===== config.mk =====
export PLATFORM = sky130hd
export DESIGN_NAME = fat16_rr_sched
export DESIGN_NICKNAME = d
export VERILOG_FILES = /design/src/rtl/fat16_rr_sched.sv
export SDC_FILE = /design/constraint.sdc
export NUM_CORES = 1
export LEC_CHECK = 0
export CAP_MARGIN = 10
export CORE_MARGIN = 5
export CORE_UTILIZATION = 46
export CTS_CLUSTER_SIZE = 14
export DETAILED_ROUTE_END_ITERATION = 8
export PLACE_DENSITY = 0.8
export REMOVE_ABC_BUFFERS = 1
export SYNTH_ARGS = -nofsm -noshare
export SYNTH_HDL_FRONTEND = slang
export SYNTH_SLANG_ARGS = --single-unit

===== constraint.sdc =====
create_clock -name clk -period 1.86 [get_ports clk]
set_input_delay 0.279 -clock clk [delete_from_list [all_inputs] [get_ports clk]]
set_output_delay 0.279 -clock clk [all_outputs]
set_load 0.05 [all_outputs]

===== src/rtl/fat16_rr_sched.sv =====
// Purpose: 16-requester scheduler in front of the fat-tree encoder; sticky pending capture, one-at-a-time service.
// Latency: 2 cycles from the capture edge to idx_valid; one index at most every 2 cycles.
// Backpressure: idx_out is held with idx_valid until idx_ready; pending hits keep accumulating meanwhile.
//
// Build option: define FAT16_SCHED_RR_EN for round-robin selection with a rotating pointer;
// leave it undefined for fixed priority (highest pending index wins, no pointer register).
module fat16_rr_sched (
    input  logic        clk,
    input  logic        rst,
    input  logic [15:0] req_in,
    input  logic        en,
    input  logic        idx_ready,
    input  logic        clr_ovf,
    output logic [3:0]  idx_out,
    output logic        idx_valid,
    output logic [15:0] pend_out,
    output logic        busy,
    output logic        overflow
);

    typedef enum logic [1:0] {
        IDLE  = 2'd0,
        SCAN  = 2'd1,
        OFFER = 2'd2
    } state_t;

    state_t      state;
    logic        hs;
    logic [15:0] clr_mask;
    logic [15:0] pend_next;
    logic        ovf_hit;
    logic [3:0]  winner;

`ifdef FAT16_SCHED_RR_EN
    logic [3:0]  ptr;
    logic [3:0]  cand;
    logic        found;
`endif

    // Handshake, the bit it retires, and the next pending value (a same-cycle hit beats the clear).
    always_comb begin
        hs        = idx_valid & idx_ready;
        clr_mask  = hs ? (16'h0001 << idx_out) : 16'h0000;
        pend_next = (pend_out & ~clr_mask) | req_in;
        ovf_hit   = |(req_in & pend_out & ~clr_mask);
    end

`ifdef FAT16_SCHED_RR_EN
    // Round-robin pick: first pending bit at or above ptr, wrapping 15 -> 0.
    always_comb begin
        winner = ptr;
        cand   = 4'd0;
        found  = 1'b0;
        for (int i = 0; i < 16; i++) begin
            cand = ptr + 4'(i);
            if (!found && pend_out[cand]) begin
                winner = cand;
                found  = 1'b1;
            end
        end
    end
`else
    // Fixed-priority pick: the ascending scan leaves the highest pending index as winner.
    always_comb begin
        winner = 4'd0;
        for (int i = 0; i < 16; i++) begin
            if (pend_out[i]) begin
                winner = 4'(i);
            end
        end
    end
`endif

    // Pending register and sticky overflow; a new hit takes priority over clr_ovf.
    always_ff @(posedge clk) begin
        if (rst) begin
            pend_out <= 16'h0000;
            overflow <= 1'b0;
        end else begin
            pend_out <= pend_next;
            if (ovf_hit) begin
                overflow <= 1'b1;
            end else if (clr_ovf) begin
                overflow <= 1'b0;
            end
        end
    end

    // Service FSM with registered idx_out/idx_valid/busy; en only gates starting a new selection.
    always_ff @(posedge clk) begin
        if (rst) begin
            state     <= IDLE;
            idx_out   <= 4'd0;
            idx_valid <= 1'b0;
            busy      <= 1'b0;
`ifdef FAT16_SCHED_RR_EN
            ptr       <= 4'd0;
`endif
        end else begin
            case (state)
                IDLE: begin
                    if (en && (pend_out != 16'h0000)) begin
                        state <= SCAN;
                        busy  <= 1'b1;
                    end
                end
                SCAN: begin
                    // pend_out cannot be empty here: bits only leave via a handshake.
                    idx_out   <= winner;
                    idx_valid <= 1'b1;
                    state     <= OFFER;
                end
                OFFER: begin
                    if (hs) begin
                        idx_valid <= 1'b0;
`ifdef FAT16_SCHED_RR_EN
                        ptr       <= idx_out + 4'd1;
`endif
                        if (en && (pend_next != 16'h0000)) begin
                            state <= SCAN;
                        end else begin
                            state <= IDLE;
                            busy  <= 1'b0;
                        end
                    end
                end
                default: begin
                    state     <= IDLE;
                    idx_valid <= 1'b0;
                    busy      <= 1'b0;
                end
            endcase
        end
    end

endmodule

# Word-level counts from Yosys, hierarchy flattened

Cells that the tools add are included.
Widths: inputs -> output; s select.

Eq/ne operators: 5
Shifts and indexed selects: 1
Multiplexer cells: 28
Bitwise operators: 8
Reductions and logical operators: 10

Operators by type and width:

| operator             | number |
|---|---|
| $mux 4               | 14 |
| $and 16x16->16       | 3 |
| $reduce_bool 16->1   | 2 |
| $mux 16              | 1 |
| $not 16->16          | 1 |
| $or 16x16->16        | 1 |
| $reduce_or 16->1     | 1 |
| $shl 1x4->16 const A | 1 |
| $mux 1               | 8 |
| $ne 2x2->1 const B   | 3 |
| $pmux 1 s3           | 2 |
| $pmux 2 s3           | 1 |
| $mux 2               | 2 |
| $reduce_and 2->1     | 2 |
| $reduce_and 4->1     | 1 |
| $eq 2x1->1 const B   | 1 |
| $eq 2x2->1 const B   | 1 |
| $logic_and 1x1->1    | 2 |
| $logic_not 2->1      | 1 |
| $not 1->1            | 2 |
| $reduce_bool 2->1    | 1 |
| $and 1x1->1          | 1 |

Register bits: 25
Bits of input ports: 21
Output and inout bits: 23
Logic and storage cells: 58

# Depth between registers and ports, before layout

Word-level depth: 15
Depth in mapped cells: 7
Gate-level depth less buffers: 6

# Worst setup path before layout

No wires, ideal clock.

Kind: register to register
From: register idx_valid
To: register state[0]
Library setup time: 0.136 ns
Arrival: 1.870 ns
Setup slack: -0.145 ns
Stages on the path, launching flop included: 7
Clock period less this slack: 2.005 ns
Cell sequence: dfxtp_1 > and4_4 > nand3_2 > a2111oi_2 > nand4_1 > nor3_2 > o32ai_1

Longest elaborated chain between the ends: 10
Elaborated cells between the ends (all ways): 12
Those cells by class: eq/ne (1); mux (4); bitwise (4); reduce/logical (3)

RTL lines:

| element                | line | source |
|---|---|---|
| from (decl)            | 15   | `output logic idx_valid,` |
| from (signal assigned) | 94   | `idx_valid <= 1'b0;` |
| from (signal assigned) | 110  | `idx_valid <= 1'b1;` |
| from (signal assigned) | 115  | `idx_valid <= 1'b0;` |
| $and 1x1->1 *          | 42   | `hs = idx_valid & idx_ready;` |
| $mux 16                | 43   | `clr_mask = hs ? (16'h0001 << idx_out) : 16'h0000;` |
| $not 16->16            | 44   | `pend_next = (pend_out & ~clr_mask) \| req_in;` |
| $and 16x16->16         | 44   |  |
| $or 16x16->16          | 44   |  |
| $reduce_bool 16->1     | 119  | `if (en && (pend_next != 16'h0000)) begin` |
| $logic_and 1x1->1      | 119  |  |
| $mux 1                 | 119  |  |
| $mux 2                 | 114  | `if (hs) begin` |
| $pmux 2 s3             | 100  | `case (state)` |
| to (signal assigned)   | 103  | `state <= SCAN;` |
| to (signal assigned)   | 120  | `state <= SCAN;` |
| to (signal assigned)   | 122  | `state <= IDLE;` |
| to (decl)              | 27   | `state_t state;` |

Mark *: on every way between the ends. The rest lies on a longest branch, timed or not. The select of a mux whose other input is x is not followed.
A chain may end at the register's enable or synchronous reset.

# Final worst setup path

From: register idx_out[3]
To: register state[0]

Longest elaborated chain between the ends: 10

RTL lines:

| element                | line | source |
|---|---|---|
| from (decl)            | 14   | `output logic [3:0] idx_out,` |
| from (signal assigned) | 109  | `idx_out <= winner;` |
| $shl 1x4->16           | 43   |  |
| $mux 16                | 43   |  |
| $not 16->16            | 44   |  |
| $and 16x16->16         | 44   |  |
| $or 16x16->16          | 44   |  |
| $reduce_bool 16->1     | 119  |  |
| $logic_and 1x1->1      | 119  |  |
| $mux 1                 | 119  |  |
| $mux 2                 | 114  |  |
| $pmux 2 s3             | 100  |  |

No other way between the ends. The select of a mux whose other input is x is not followed.

==> results.ini <==
[placement]
port_buffers=43
hpwlAfterDp_um=3850
gp_congestion=0.950

[worst_setup_path]
rr_worst_depth=6
reg2reg_to=state[0]
r2r-start=idx_out[3]
crit_fanout=5
required_ps=2080
regToRegSetupSlack_ps=60
startpoint_type=flop
critPathKind=reg2reg
crit_path_end_kind=flop
crit_arrival_ps=2020

[clock_tree]
root_buffer=clkbuf_4
clockBufferDepth=2
cts_buffers=3
cts.sinks=25
cts_hold_buffers=0
htreeDepth=1
clk_latency_ps=320
clk_pin_slew_ps=150
cts_tree=yes

[power]
ir_worst_vdd_mv=0.462
pwr_density_cell_mw_per_mm2=677
p_leak_nw=0.867
p_total_w=0.00141

[floorplan]
core_mm2=0.00283
die_x_um=64.8
start_util_pct=48.8
die_h_um=64.8
rows=19
die_area_mm2=0.00420
io_pins=44

[global_routing]
use_met1_pct=30.7
grt_pass1_wl_um=7830
antenna_found_initial=0
grt_overflow=0
grt_use_met3_pct=3.11
grt_usage_pct=23.7
grt_pass1_vias=1668
grt_max_degree=27
grt_most_used_layer=met2
use_met2_pct=40.4

[logic_synthesis]
ys_seq_area_share_pct=36.2
yosysWarnings=0
syn-instance-count=171
async_flop_share_pct=0
synth_ff_type=dfxtp_1
ys_ff_latch=25
synthDistinctLibCells=47
syn-cell-area_mm2=0.00138
synth_edf_count=0
avgSynthCellArea_um2=8.08

[drt]
firstDrtPassIters=4
drt-wirelength-per-cell_um=17.5
dr.first_iter.drc_count=122
ant_nets=0
drc=0
vias=1673
vias_per_cell=6.06
routed_wl_um=4840

[sta]
final_hold_viol_count=0
setup_viol=0
rsz0062_at_grt=true
post-route-min-period_ps=1800
skew_ps=4.67
worst_slew_pin_slew_ps=509
finalCritPeriodShare_pct=96.8
drv_slew=0
relSlewSlack_pct=66.0
finalSetupTns_ps=0
fmax_mhz=555

[hold_path]
hold_start=idx_ready
min_path_type=in2reg
whs_path_depth=4
hold_end=idx_valid

[final_layout]
mostFrequentLayoutCell=buf_4
nNetsFinal=267
syn_to_final_growth_pct=50.5
fill_cells=232
diodes=0
drive_gt1_share_pct=29.8
layout_common_cells=buf_4 (51), nor2_1 (34), clkdlybuf4s50_1 (22)

[job]
drv_cap=0

[outcome]
status=complete, no violations

==> flip-flops by register name, summed over array words and instances (netlist names) <==
name / count
busy: 1
idx_out: 4
idx_valid: 1
overflow: 1
pend_out: 16
state: 2
==> timing repair <==
| item | CTS | global route |
|---|---|---|
| gates cloned | 0 | 0 |
| buffers inserted | 0 | 2 |
| resized for setup | 7 | 8 |
| pin swaps | 3 | 5 |
| setup endpoints to repair | 3 | 2 |
==> power breakdown <==
group	internal, W	total, W	switching [W]
Clock	0.0000806	0.000255	0.000174
Combinational	0.000216	0.000512	0.000296
Sequential	0.000578	0.000641	0.0000626
Total	0.000875	0.00141	0.000533
==> cell type report <==
type | instances | area (µm²) | share of cell area, %
Multi-Input combinational cell | 133 | 843 | 40.6
Timing Repair Buffer | 76 | 629 | 30.3
Sequential cell | 25 | 514 | 24.7
Tap cell | 31 | 38.8 | 1.87
Inverter | 7 | 26.3 | 1.26
Clock buffer | 3 | 22.5 | 1.08
Clock inverter | 1 | 5.00 | 0.241
==> stage by stage <==
stage / setup slack, ps / std cells / util (%) / area [µm²] / hold slack [ps]
final: 59.4 / 276 / 73.5 / 2080 / 574
after global routing: -9.56 / 276 / 73.5 / 2080 / 588
after CTS: 1.82 / 274 / 71.5 / 2020 / 554
after detailed placement: -354 / 270 / 70.4 / 1990 / 564
after global placement: -326 / 270 / 70.4 / 1990 / 520
after floorplan: -171 / 165 / - / 1340 / 348
==> layer usage <==
metal  vias up  wire length (µm)
li1        787                 -
met1       784              1970
met2        87              2290
met3        15               437
met4         0               148
met5         -                 0
==> synth_stat cells, types with 2 or more instances <==
cell type   n  area share [%]
a21boi_1    2             1.1
a21boi_0    2             1.1
nand2b_1    3             1.4
nand3_2     2             1.4
inv_1       7             1.9
o21ba_2     2             1.4
o21ai_0     3             1.1
nand4_1     2            0.91
a32oi_1     5             3.2
nand3_1     5             1.8
clkbuf_1    4             1.1
nand2_1    12             3.3
o21bai_1    2             1.1
a2111oi_2   2             2.2
dfxtp_1    25              36
a21oi_1    18             6.5
a211oi_1    2             1.1
nor4_1      5             2.3
nor2b_1     3             1.4
a31oi_1     2            0.91
nor3_1      4             1.4
nor2_1     34             9.2
==> critical path, stage by stage (launching register included) <==
cell	delay [ps]
dfxtp_4	380
and4bb_4	380
a21oi_1	140
a2111oi_4	320
nand4_1	150
nor3_2	190
o32ai_1	130
==> cell families (layout without fill, tap and decap cells) <==
kind of cell | after synthesis | after routing | synth area share, %
AND/OR/NAND/NOR | 79 | 79 | 29.9
AO/OA/AOI/OAI | 53 | 53 | 27.9
flip-flops | 25 | 25 | 36.2
buffers and inverters | 13 | 87 | 5.25
multiplexers | 1 | 1 | 0.725
==> worst max-delay path by stage <==
stage	from	end	slack [ps]	depth (start not counted)
after floorplan	idx_valid	state[0]	-170	6
after global placement	idx_ready	state[0]	-330	7
after detailed placement	idx_ready	state[0]	-350	7
after CTS	idx_out[2]	state[0]	2	6
after global routing	idx_out[3]	state[0]	-10	6
final	idx_out[3]	state[0]	60	6
Power figures use the tool's default switching activity.
